**src/rtl/uart_rx_os16.sv**
```systemverilog
// Purpose : 16x-oversampled UART receiver (start + NUM_BITS data LSB first [+ even parity] + stop).
// Latency : Rx_valid pulses the clk after the mid-stop-bit sample, ~9.5 bit periods after the start edge.
// Backpressure: none. Rx_data is overwritten by each good frame, so the consumer must take it in the Rx_valid cycle.
// Build option: define UART_RX_PARITY_EN to add an even-parity bit and the PARITY state.
//               Without it, Rx_parity_err is tied low.

module uart_rx_os16 #(
    parameter int NUM_BITS = 8,   // data bits per frame, 5..8
    parameter int OS_RATE  = 16   // Rx_tick pulses per bit period, even and >= 8
) (
    input  logic                clk,
    input  logic                rst,
    input  logic                Rx_tick,
    input  logic                Rx_in,
    output logic [NUM_BITS-1:0] Rx_data,
    output logic                Rx_valid,
    output logic                Rx_busy,
    output logic                Rx_frame_err,
    output logic                Rx_parity_err
);

    localparam int TCW = $clog2(OS_RATE);
    localparam int BCW = (NUM_BITS > 1) ? $clog2(NUM_BITS) : 1;

    // START samples on the OS_RATE/2-th tick after entry.
    // Every later state samples on the OS_RATE-th tick.
    localparam logic [TCW-1:0] TICK_MID  = TCW'(OS_RATE / 2 - 1);
    localparam logic [TCW-1:0] TICK_LAST = TCW'(OS_RATE - 1);
    localparam logic [BCW-1:0] BIT_LAST  = BCW'(NUM_BITS - 1);

`ifdef UART_RX_PARITY_EN
    typedef enum logic [2:0] {
        S_IDLE      = 3'd0,
        S_START     = 3'd1,
        S_DATA      = 3'd2,
        S_PARITY    = 3'd3,
        S_STOP      = 3'd4,
        S_WAIT_HIGH = 3'd5
    } state_t;
`else
    typedef enum logic [2:0] {
        S_IDLE      = 3'd0,
        S_START     = 3'd1,
        S_DATA      = 3'd2,
        S_STOP      = 3'd4,
        S_WAIT_HIGH = 3'd5
    } state_t;
`endif

    state_t              state_q;
    logic                sync1_q;
    logic                rxs_q;
    logic [TCW-1:0]      tick_cnt_q;
    logic [BCW-1:0]      bit_cnt_q;
    logic [NUM_BITS-1:0] shift_q;
    logic [NUM_BITS-1:0] data_q;
    logic                valid_q;
    logic                ferr_q;
`ifdef UART_RX_PARITY_EN
    logic                par_bad_q;
    logic                perr_q;
`endif

    // Next values for the counters and the shift register.
    // A new bit enters at the MSB end, so the first bit received ends up in the LSB.
    logic [TCW-1:0]      tick_cnt_d;
    logic [BCW-1:0]      bit_cnt_d;
    logic [NUM_BITS-1:0] shift_d;

    assign tick_cnt_d = tick_cnt_q + TCW'(1);
    assign bit_cnt_d  = bit_cnt_q + BCW'(1);
    assign shift_d    = {rxs_q, shift_q[NUM_BITS-1:1]};

    // Two-flop synchronizer on the asynchronous serial line; it resets to the idle (high) level.
    always_ff @(posedge clk) begin
        if (rst) begin
            sync1_q <= 1'b1;
            rxs_q   <= 1'b1;
        end else begin
            sync1_q <= Rx_in;
            rxs_q   <= sync1_q;
        end
    end

    // Frame FSM. Counters and state advance only on Rx_tick; the status pulses last one clk.
    always_ff @(posedge clk) begin
        if (rst) begin
            state_q    <= S_IDLE;
            tick_cnt_q <= '0;
            bit_cnt_q  <= '0;
            shift_q    <= '0;
            data_q     <= '0;
            valid_q    <= 1'b0;
            ferr_q     <= 1'b0;
`ifdef UART_RX_PARITY_EN
            par_bad_q  <= 1'b0;
            perr_q     <= 1'b0;
`endif
        end else begin
            // Status pulses default low so that each one lasts exactly one clk, even between ticks.
            valid_q <= 1'b0;
            ferr_q  <= 1'b0;
`ifdef UART_RX_PARITY_EN
            perr_q  <= 1'b0;
`endif
            if (Rx_tick) begin
                case (state_q)
                    S_IDLE: begin
                        // A low line on any tick is a candidate start edge.
                        if (!rxs_q) begin
                            state_q    <= S_START;
                            tick_cnt_q <= '0;
                        end
                    end

                    S_START: begin
                        // Re-check the line at mid start bit.
                        // A high line here is a glitch, so the FSM goes back to IDLE without any pulse.
                        if (tick_cnt_q == TICK_MID) begin
                            tick_cnt_q <= '0;
                            bit_cnt_q  <= '0;
                            state_q    <= rxs_q ? S_IDLE : S_DATA;
                        end else begin
                            tick_cnt_q <= tick_cnt_d;
                        end
                    end

                    S_DATA: begin
                        if (tick_cnt_q == TICK_LAST) begin
                            tick_cnt_q <= '0;
                            shift_q    <= shift_d;
                            if (bit_cnt_q == BIT_LAST) begin
                                bit_cnt_q <= '0;
`ifdef UART_RX_PARITY_EN
                                state_q   <= S_PARITY;
`else
                                state_q   <= S_STOP;
`endif
                            end else begin
                                bit_cnt_q <= bit_cnt_d;
                            end
                        end else begin
                            tick_cnt_q <= tick_cnt_d;
                        end
                    end

`ifdef UART_RX_PARITY_EN
                    S_PARITY: begin
                        // Even parity: the data bits XOR the parity bit must come to zero.
                        if (tick_cnt_q == TICK_LAST) begin
                            tick_cnt_q <= '0;
                            par_bad_q  <= rxs_q ^ (^shift_q);
                            state_q    <= S_STOP;
                        end else begin
                            tick_cnt_q <= tick_cnt_d;
                        end
                    end
`endif

                    S_STOP: begin
                        // Decide at mid stop bit.
                        // Returning to IDLE here leaves half a bit to catch a back-to-back start edge.
                        if (tick_cnt_q == TICK_LAST) begin
                            tick_cnt_q <= '0;
`ifdef UART_RX_PARITY_EN
                            perr_q     <= par_bad_q;
`endif
                            if (!rxs_q) begin
                                ferr_q  <= 1'b1;
                                state_q <= S_WAIT_HIGH;
                            end
`ifdef UART_RX_PARITY_EN
                            else if (par_bad_q) begin
                                state_q <= S_IDLE;
                            end
`endif
                            else begin
                                data_q  <= shift_q;
                                valid_q <= 1'b1;
                                state_q <= S_IDLE;
                            end
                        end else begin
                            tick_cnt_q <= tick_cnt_d;
                        end
                    end

                    S_WAIT_HIGH: begin
                        // A break, or a line stuck low, must return high before a new start edge can count.
                        if (rxs_q) begin
                            state_q <= S_IDLE;
                        end
                    end

                    default: begin
                        state_q    <= S_IDLE;
                        tick_cnt_q <= '0;
                        bit_cnt_q  <= '0;
                    end
                endcase
            end
        end
    end

    assign Rx_data      = data_q;
    assign Rx_valid     = valid_q;
    assign Rx_busy      = (state_q != S_IDLE);
    assign Rx_frame_err = ferr_q;
`ifdef UART_RX_PARITY_EN
    assign Rx_parity_err = perr_q;
`else
    assign Rx_parity_err = 1'b0;
`endif

endmodule

```
**config.mk**
```make
export PLATFORM = sky130hd
export DESIGN_NAME = uart_rx_os16
export DESIGN_NICKNAME = d
export VERILOG_FILES = /design/src/rtl/uart_rx_os16.sv
export SDC_FILE = /design/constraint.sdc
export NUM_CORES = 1
export LEC_CHECK = 0
export BUFFER_PORTS_ARGS = -buffer_cell sky130_fd_sc_hd__buf_4
export CORE_ASPECT_RATIO = 1.75
export CORE_MARGIN = 3
export CORE_UTILIZATION = 35
export CTS_BUF_LIST = sky130_fd_sc_hd__clkbuf_4 sky130_fd_sc_hd__clkbuf_8 sky130_fd_sc_hd__clkbuf_16
export DETAILED_ROUTE_END_ITERATION = 6
export PLACE_DENSITY_LB_ADDON = 0.12
export SLEW_MARGIN = 30
export SYNTH_ARGS = -nofsm -noshare
export SYNTH_HDL_FRONTEND = slang
export SYNTH_SLANG_ARGS = --single-unit
```
**constraint.sdc**
```tcl
create_clock -name clk -period 2.6 [get_ports clk]
set_clock_uncertainty 0.15 [all_clocks]
set_input_delay 0.26 -clock clk [delete_from_list [all_inputs] [get_ports clk]]
set_output_delay 0.26 -clock clk [all_outputs]
set_load 0.01 [all_outputs]
```
==> impl_metrics.json, run 1 <==
{
  "place_inst": 197,
  "postSynthAreaPerCell_sq_um": 9.53,
  "required_ps": 2600,
  "antenna_cells": 0,
  "hp-class": "in -> reg",
  "powerDensity_nw_per_um2": 542,
  "die_x_um": 53.3,
  "drt_iter0_drc": 18,
  "avgViaCountPerCell": 5.12,
  "cts_root_buf": "clkbuf_8",
  "numPortBuffers": 14,
  "core_sq_um": 3700,
  "ys_ff_latch": 30,
  "synth_top_family_by_area": "simple AND/OR/NAND/NOR gates",
  "seq_area_sq_um": 601,
  "yosysUniqueCellTypes": 39,
  "final_common_cell": "dfxtp_1",
  "stdcell_count": 204,
  "grt_pass1_vias": 1047,
  "final_hold_viol_count": 0,
  "pwr-share-seq": 0.549,
  "gr-total-overflow": 0,
  "synth_edf_count": 0,
  "htree_num_levels": 2,
  "switchingPower_w": 0.000196,
  "cts.sinks": 30,
  "internal-power_w": 0.000659,
  "tns_ps": 0,
  "start_util": 0.371,
  "setup_viol": 0,
  "cts_hold_buf": 0,
  "ys_seq_area_frac": 0.438,
  "cts_tree": "yes",
  "status": "completed",
  "maxCapViolCount": 0,
  "rrSetupSlack_ps": 510,
  "synthCells": 144,
  "synth_xor_area_frac": 0.00638,
  "clockBufferDepth": 2,
  "drive_gt1_frac": 0.177,
  "rsz0062_at_grt": "false",
  "syn_area_sq_um": 1370,
  "grt_max_degree": 34,
  "cts_resized": 0,
  "clk_pin_slew_worst_paths_ps": 60,
  "antenna_found_initial": 0,
  "track_usage": 0.131,
  "worst_setup_path_end_kind": "flop",
  "die_h_um": 88.8,
  "final_util": 0.426,
  "crit_type": "reg -> reg",
  "dominantRegCellSynth": "dfxtp_1",
  "wl_mm": 2.63,
  "power.total_w": 0.000855,
  "drv_slew": 0,
  "combPwrFrac": 0.050,
  "dp_hpwl_mm": 1.90,
  "pin_count": 16,
  "synth-simple-area-share": 0.244,
  "clkPwrFrac": 0.400,
  "slew_headroom": 0.525,
  "cts-buffers-inserted": 5,
  "drt_pass1_iterations": 4,
  "clock_latency_ps": 270,
  "rows": 29,
  "syn2layout_area_growth_pct": 14.9,
  "synthAdderAreaFrac": 0.0273,
  "final_cell_mix": "dfxtp_1 (30), nor2_1 (22), mux2i_1 (19), buf_4 (14), nand2_1 (6)",
  "cts_setup_buffers": 0,
  "n_fill_cell": 402,
  "worst_slew_pin_slew_ps": 707,
  "yosysWarnings": 0,
  "drc": 0,
  "die_area_sq_um": 4740,
  "path_max_fanout": 8,
  "vias": 1044,
  "routedWlPerCell_um": 12.9,
  "ant_nets": 0,
  "power_leakage_nw": 0.567,
  "cp.arrival_ps": 2090,
  "multi_input_area_sq_um": 724,
  "async_reset_ff_frac": 0,
  "fin_crit_sh": 0.803,
  "setup.worst_path.start_class": "flop",
  "synth.net_count": 151,
  "layout.nets": 165,
  "gp_congestion": 0.753,
  "grt_pass1_wl_mm": 4.57,
  "max_freq_mhz": 479,
  "ir_worst_vdd_mv": 0.409,
  "p_sw_frac": 0.229,
  "muxShareOfSynthArea": 0.147,
  "period_needed_ps": 2090,
  "synth-compound-area-share": 0.100
}
-- Yosys cell counts (all sizes together), types with 2 or more instances --
cell type  number  area [sq um]
a31oi           3          18.8
nand3           4          20.0
or2             2          12.5
and3            2          12.5
dfxtp          30           601
nand2b          4          25.0
a21oi           5          25.0
nor3            2          10.0
nand3b          2          15.0
ha              3          37.5
inv             3          11.3
mux2i          19           190
nand4b          2          17.5
o21ai           6          30.0
nand2           6          22.5
nor2           23          93.8
buf             5          28.8
nand4           6          43.8
clkbuf          2          7.51
-- per-stage QoR --
stage / worst slack [ps] / area (sq um) / hold slack, ps
3_5_place_dp: 489 / 1500 / 244
4_1_cts: 475 / 1580 / 9.59
3_3_place_gp: 510 / 1500 / 241
5_1_grt: 291 / 1580 / 16.1
2_1_floorplan: 725 / 1370 / 214
6_report: 511 / 1580 / 21.0
-- state kept, by name, summed over array words and instances, names as in the netlist --
register / cells
Rx_data: 8
shift_q: 8
tick_cnt_q: 4
bit_cnt_q: 3
state_q: 3
Rx_frame_err: 1
Rx_valid: 1
rxs_q: 1
sync1_q: 1
-- worst paths after layout --
check / cells after the start / from / end
max: 5 / tick_cnt_q[0] / Rx_data[7]
min: 2 / Rx_in / sync1_q
max reg2reg: 5 / tick_cnt_q[0] / Rx_data[7]
min reg2reg: 1 / sync1_q / rxs_q
-- worst max-delay path: stages (launching register included) --
cell and delay, ps:
dfxtp_1 370, ha_1 250, nand4_2 220, nor4_4 660
mux2i_1 260, nor2_1 50
-- area by class of cell --
cell class	instances	share of cell area
Multi-Input combinational cell	104	0.459
Sequential cell	30	0.381
Timing Repair Buffer	14	0.0666
Clock buffer	5	0.0436
Tap cell	46	0.0365
Inverter	3	0.00714
Clock inverter	2	0.00634
-- cell families after synthesis --
logic type | Yosys count
buffers and inverters | 10
adder cells (fa/ha/maj) | 3
XOR/XNOR | 1
flip-flops | 30
other | 1
AND/OR/NAND/NOR | 59
AO/OA/AOI/OAI | 20
multiplexers | 20
-- metal layers --
layer | up-vias | track usage | part of all wire
li1 | 544 | - | -
met3 | 8 | 0.0422 | 0.031
met4 | 0 | 0.0791 | 0.037
met2 | 13 | 0.217 | 0.53
met5 | - | 0 | 0
met1 | 479 | 0.142 | 0.40
-- power by group through the flow --
stage / logic [W] / clock network (W) / registers, W
after floorplan: 0.0000362 / 0 / 0.000475
after global placement: 0.0000428 / 0 / 0.000480
after detailed placement: 0.0000434 / 0 / 0.000480
after CTS: 0.0000434 / 0.000362 / 0.000469
after global routing: 0.0000471 / 0.000379 / 0.000471
final: 0.0000429 / 0.000342 / 0.000470
(Power assumes the default switching activity.)
==> run 2, diff against run 1 <==
clock period = 2.1 ns   (was 2.6 ns; I/O delays follow)
==> run 2 against run 1 <==
Utilization rose by 3.3 points. Flip-flop and latch count did not move. Via count rose by 4.1%. Design area rose by 7.8%. Worst setup slack got worse by 380 ps. Fmax rose by 6.0%. Final cell count rose by 4.4%. First-iteration DRC count rose by 83%. Sequential share of layout area fell by 2.7 points. Clock-buffer cell count rose by 2. Largest power group is now the clock network. Combinational power rose by 64%. Routed wire length rose by 12%.
==> impl_metrics.json, run 2 (synthesized netlist as in run 1, its figures left out) <==
{
  "grt_pass1_vias": 1065,
  "stdcell_count": 213,
  "antenna_found_initial": 0,
  "dp_hpwl_mm": 2.06,
  "fin_area_sq_um": 1700,
  "hold_depth": 2,
  "rrSetupSlack_ps": 130,
  "track_usage": 0.144,
  "final_cell_mix": "dfxtp_1 (30), nor2_1 (22), buf_4 (21), mux2i_1 (19), nand2_1 (6)",
  "antenna_cells": 0,
  "dpl_cell_area_sq_um": 1540,
  "wl_mm": 2.96,
  "numPortBuffers": 14,
  "drt_iter0_drc": 33,
  "max_freq_mhz": 508,
  "syn2layout_area_growth_pct": 23.9,
  "clock_latency_ps": 280,
  "die_area_sq_um": 4740,
  "required_ps": 2120,
  "gp_congestion": 0.783,
  "powerDensity_nw_per_um2": 729,
  "seq_area_sq_um": 601,
  "fin_crit_sh": 0.938,
  "gr-total-overflow": 0,
  "cts-buffers-inserted": 5,
  "rows": 29,
  "ant_nets": 0,
  "crit_type": "reg -> reg",
  "rsz0062_at_grt": "false",
  "setup_viol": 0,
  "pin_count": 16,
  "hold_path_startpoint": "rst",
  "status": "completed",
  "place_inst": 203,
  "power.total_w": 0.00124,
  "r2r_end": "state_q[0]",
  "setup.worst_path.start_class": "flop",
  "cts.sinks": 30,
  "avgViaCountPerCell": 5.10,
  "path_max_fanout": 12,
  "layout.nets": 173,
  "startpoint": "state_q[1]",
  "final_common_cell": "dfxtp_1",
  "setup_slack_ps": 130,
  "grt_pass1_wl_mm": 4.94,
  "place_ws_ps": 41.4,
  "reg2reg_depth": 4,
  "clk_pin_slew_worst_paths_ps": 70,
  "power_leakage_nw": 0.624,
  "cts_root_buf": "clkbuf_8",
  "drv_slew": 0,
  "maxCapViolCount": 0,
  "die_x_um": 53.3,
  "cp.arrival_ps": 1990,
  "core_sq_um": 3700,
  "vias": 1087,
  "ir_worst_vdd_mv": 0.536,
  "worst_setup_path_end_kind": "flop",
  "r2r_start": "state_q[1]",
  "routedWlPerCell_um": 13.9,
  "start_util": 0.371,
  "die_h_um": 88.8,
  "tns_ps": 0,
  "cts_tree": "yes",
  "drt_pass1_iterations": 4,
  "htree_num_levels": 2,
  "clockBufferDepth": 2,
  "hold_end": "shift_q[6]",
  "hp-class": "in -> reg",
  "period_needed_ps": 1970,
  "multi_input_area_sq_um": 749,
  "final_hold_viol_count": 0,
  "grt_max_degree": 34,
  "n_fill_cell": 380,
  "drive_gt1_frac": 0.222,
  "drc": 0
}
run 2: cell types whose count changed in the layout (fill, tap and decap cells not counted), sizes merged:
cell | previous run | this run
clkinv | 2 | 0
dlygate4sd3 | 0 | 1
clkbuf | 5 | 7
bufinv | 0 | 1
buf | 14 | 21
run 2: worst max path at each step:
stage | to | slack [ps] | cells after the start
5_1_grt | state_q[0] | 40 | 5
3_5_place_dp | state_q[0] | 40 | 5
2_1_floorplan | state_q[0] | 220 | 5
4_1_cts | state_q[0] | 30 | 5
3_3_place_gp | state_q[0] | 130 | 5
6_report | state_q[0] | 130 | 4
run 2: per-layer routing:
layer	routed length [um]	GRT usage	up-vias	part of all wire
met1	1220	0.160	510	0.41
met5	0	0	-	0
met4	59	0.0744	0	0.020
li1	-	-	556	-
met2	1570	0.241	16	0.53
met3	102	0.0422	5	0.035
run 2: cell type report:
cell class                      instances  area share
Clock buffer                            7      0.0493
Inverter                                3     0.00662
Timing Repair Buffer                   22      0.0986
Tap cell                               46      0.0338
Multi-Input combinational cell        104       0.441
Clock inverter                          1      0.0177
Sequential cell                        30       0.353
run 2: power by group:
| group | switching (W) | total (W) | internal, W |
|---|---|---|---|
| Combinational | 0.0000402 | 0.0000705 | 0.0000303 |
| Clock | 0.000209 | 0.000589 | 0.000380 |
| Sequential | 0.00000682 | 0.000580 | 0.000573 |
| Total | 0.000256 | 0.00124 | 0.000984 |
run 2: metrics by stage:
step	util	hold WS [ps]
2_1_floorplan	-	164
3_3_place_gp	0.417	244
3_5_place_dp	0.417	249
4_1_cts	0.451	158
5_1_grt	0.459	176
6_report	0.459	161
run 2: critical path, cell delays in order (launching register included):
cell      delay [ps]
dfxtp_1          540
or3b_1           470
o21ai_1          290
a221oi_4          80
mux2_1           330
run 2: timing repair:
item / in CTS / in global routing
hold buffers: 1 / 0
endpoints found under the setup margin: 0 / 1
gates resized for setup: 0 / 4
hold endpoints to repair: 1 / 0
buffers inserted: 0 / 1
==> run 3, diff against run 2 <==
==> constraint.sdc (replaced) <==
create_clock -name clk -period 2.1 [get_ports clk]
set_clock_uncertainty 0.15 [all_clocks]
set_input_delay 0.42 -clock clk [delete_from_list [all_inputs] [get_ports clk]]
set_output_delay 0.42 -clock clk [all_outputs]
set_load 0.01 [all_outputs]
==> run 3 against run 2 <==
Register-to-register slack about the same. Via count down 0.37%. Critical path depth unchanged. Design area down 0.59%. Hold slack better by 17 ps. Worst setup slack about the same. Routed wire length about the same. Global-route usage about the same. Final cell count down 0.47%. Largest cell class unchanged. Largest power group unchanged.
==> impl_metrics.json, run 3 (synthesized netlist as in run 1, its figures left out) <==
{
  "syn2layout_area_growth_pct": 23.2,
  "required_ps": 2120,
  "dpl_cell_area_sq_um": 1540,
  "clock_latency_ps": 280,
  "cts_tree": "yes",
  "hold_path_startpoint": "Rx_in",
  "die_x_um": 53.3,
  "antenna_found_initial": 0,
  "clk_pin_slew_worst_paths_ps": 70,
  "grt_pass1_wl_mm": 4.93,
  "grt_max_degree": 34,
  "layout.nets": 172,
  "cts_root_buf": "clkbuf_8",
  "drt_pass1_iterations": 4,
  "status": "completed",
  "crit_type": "reg -> reg",
  "path_max_fanout": 12,
  "final_common_cell": "dfxtp_1",
  "vias": 1083,
  "final_hold_viol_count": 0,
  "setup.worst_path.start_class": "flop",
  "htree_num_levels": 2,
  "die_h_um": 88.8,
  "numPortBuffers": 14,
  "drive_gt1_frac": 0.223,
  "wl_mm": 2.95,
  "ir_worst_vdd_mv": 0.536,
  "track_usage": 0.144,
  "ant_nets": 0,
  "gr-total-overflow": 0,
  "avgViaCountPerCell": 5.11,
  "maxCapViolCount": 0,
  "hp-class": "in -> reg",
  "setup_viol": 0,
  "clockBufferDepth": 2,
  "tns_ps": 0,
  "drc": 0,
  "worst_setup_path_end_kind": "flop",
  "r2r_start": "state_q[1]",
  "gp_congestion": 0.783,
  "cts.sinks": 30,
  "startpoint": "state_q[1]",
  "powerDensity_nw_per_um2": 732,
  "dp_hpwl_mm": 2.06,
  "period_needed_ps": 1970,
  "die_area_sq_um": 4740,
  "cts-buffers-inserted": 5,
  "pin_count": 16,
  "drv_slew": 0,
  "max_freq_mhz": 508,
  "cp.arrival_ps": 1990,
  "drt_iter0_drc": 22,
  "fin_crit_sh": 0.938,
  "fin_area_sq_um": 1690,
  "rsz0062_at_grt": "false",
  "final_cell_mix": "dfxtp_1 (30), nor2_1 (22), buf_4 (21), mux2i_1 (19), nand2_1 (6)",
  "start_util": 0.371,
  "antenna_cells": 0,
  "power_leakage_nw": 0.620,
  "grt_pass1_vias": 1062,
  "routedWlPerCell_um": 13.9,
  "core_sq_um": 3700,
  "rows": 29
}
run 3: cell count changes in the layout (fill, tap and decap cells not counted), sizes merged:
cell | before | now
dlygate4sd3 | 1 | 0
run 3: worst max-delay path, stage by stage (launching register included):
cell and delay, ps:
dfxtp_1 540, or3b_1 470, o21ai_1 290, a221oi_4 80, mux2_1 330
run 3: per-stage QoR:
step                      total power, W  worst slack [ps]  std cells  hold slack (ps)  utilization
final                            0.00124               130        212              178        0.457
after global routing             0.00129              36.1        212              171        0.457
after CTS                        0.00125              29.7        211              171        0.448
after detailed placement        0.000653              41.4        203              249        0.417
after global placement          0.000652               125        203              244        0.417
after floorplan                 0.000633               225        144              239            -
run 3: timing repair:
action | CTS | global route
setup endpoints to repair | 0 | 1
setup buffers | 0 | 1
resized for setup | 0 | 4
hold buffers | 0 | 0
run 3: worst paths after layout:
path	depth (start not counted)	slack, ps	to
worst min register to register	1	250	rxs_q
worst max register to register	4	130	state_q[0]
worst max-delay path	4	130	state_q[0]
worst min-delay path	2	180	sync1_q
run 3: area by class of cell:
cell class	instances	area (sq um)
Tap cell	46	57.6
Multi-Input combinational cell	104	749
Fill cell	381	2010
Inverter	3	11.3
Clock buffer	7	83.8
Clock inverter	1	30.0
Sequential cell	30	601
Timing Repair Buffer	21	158
run 3: per-layer routing:
layer | global-route usage | up-vias | wire length, um | share of wire
li1 | - | 554 | - | -
met1 | 0.159 | 508 | 1220 | 0.41
met2 | 0.241 | 16 | 1570 | 0.53
met3 | 0.0422 | 5 | 102 | 0.035
met4 | 0.0744 | 0 | 59 | 0.020
met5 | 0 | - | 0 | 0
run 3: power breakdown:
group / leakage (nW) / switching, W / internal, W
sequential: 0.242 / 0.00000682 / 0.000573
combinational: 0.318 / 0.0000399 / 0.0000291
clock: 0.0593 / 0.000209 / 0.000380
total: 0.620 / 0.000256 / 0.000982
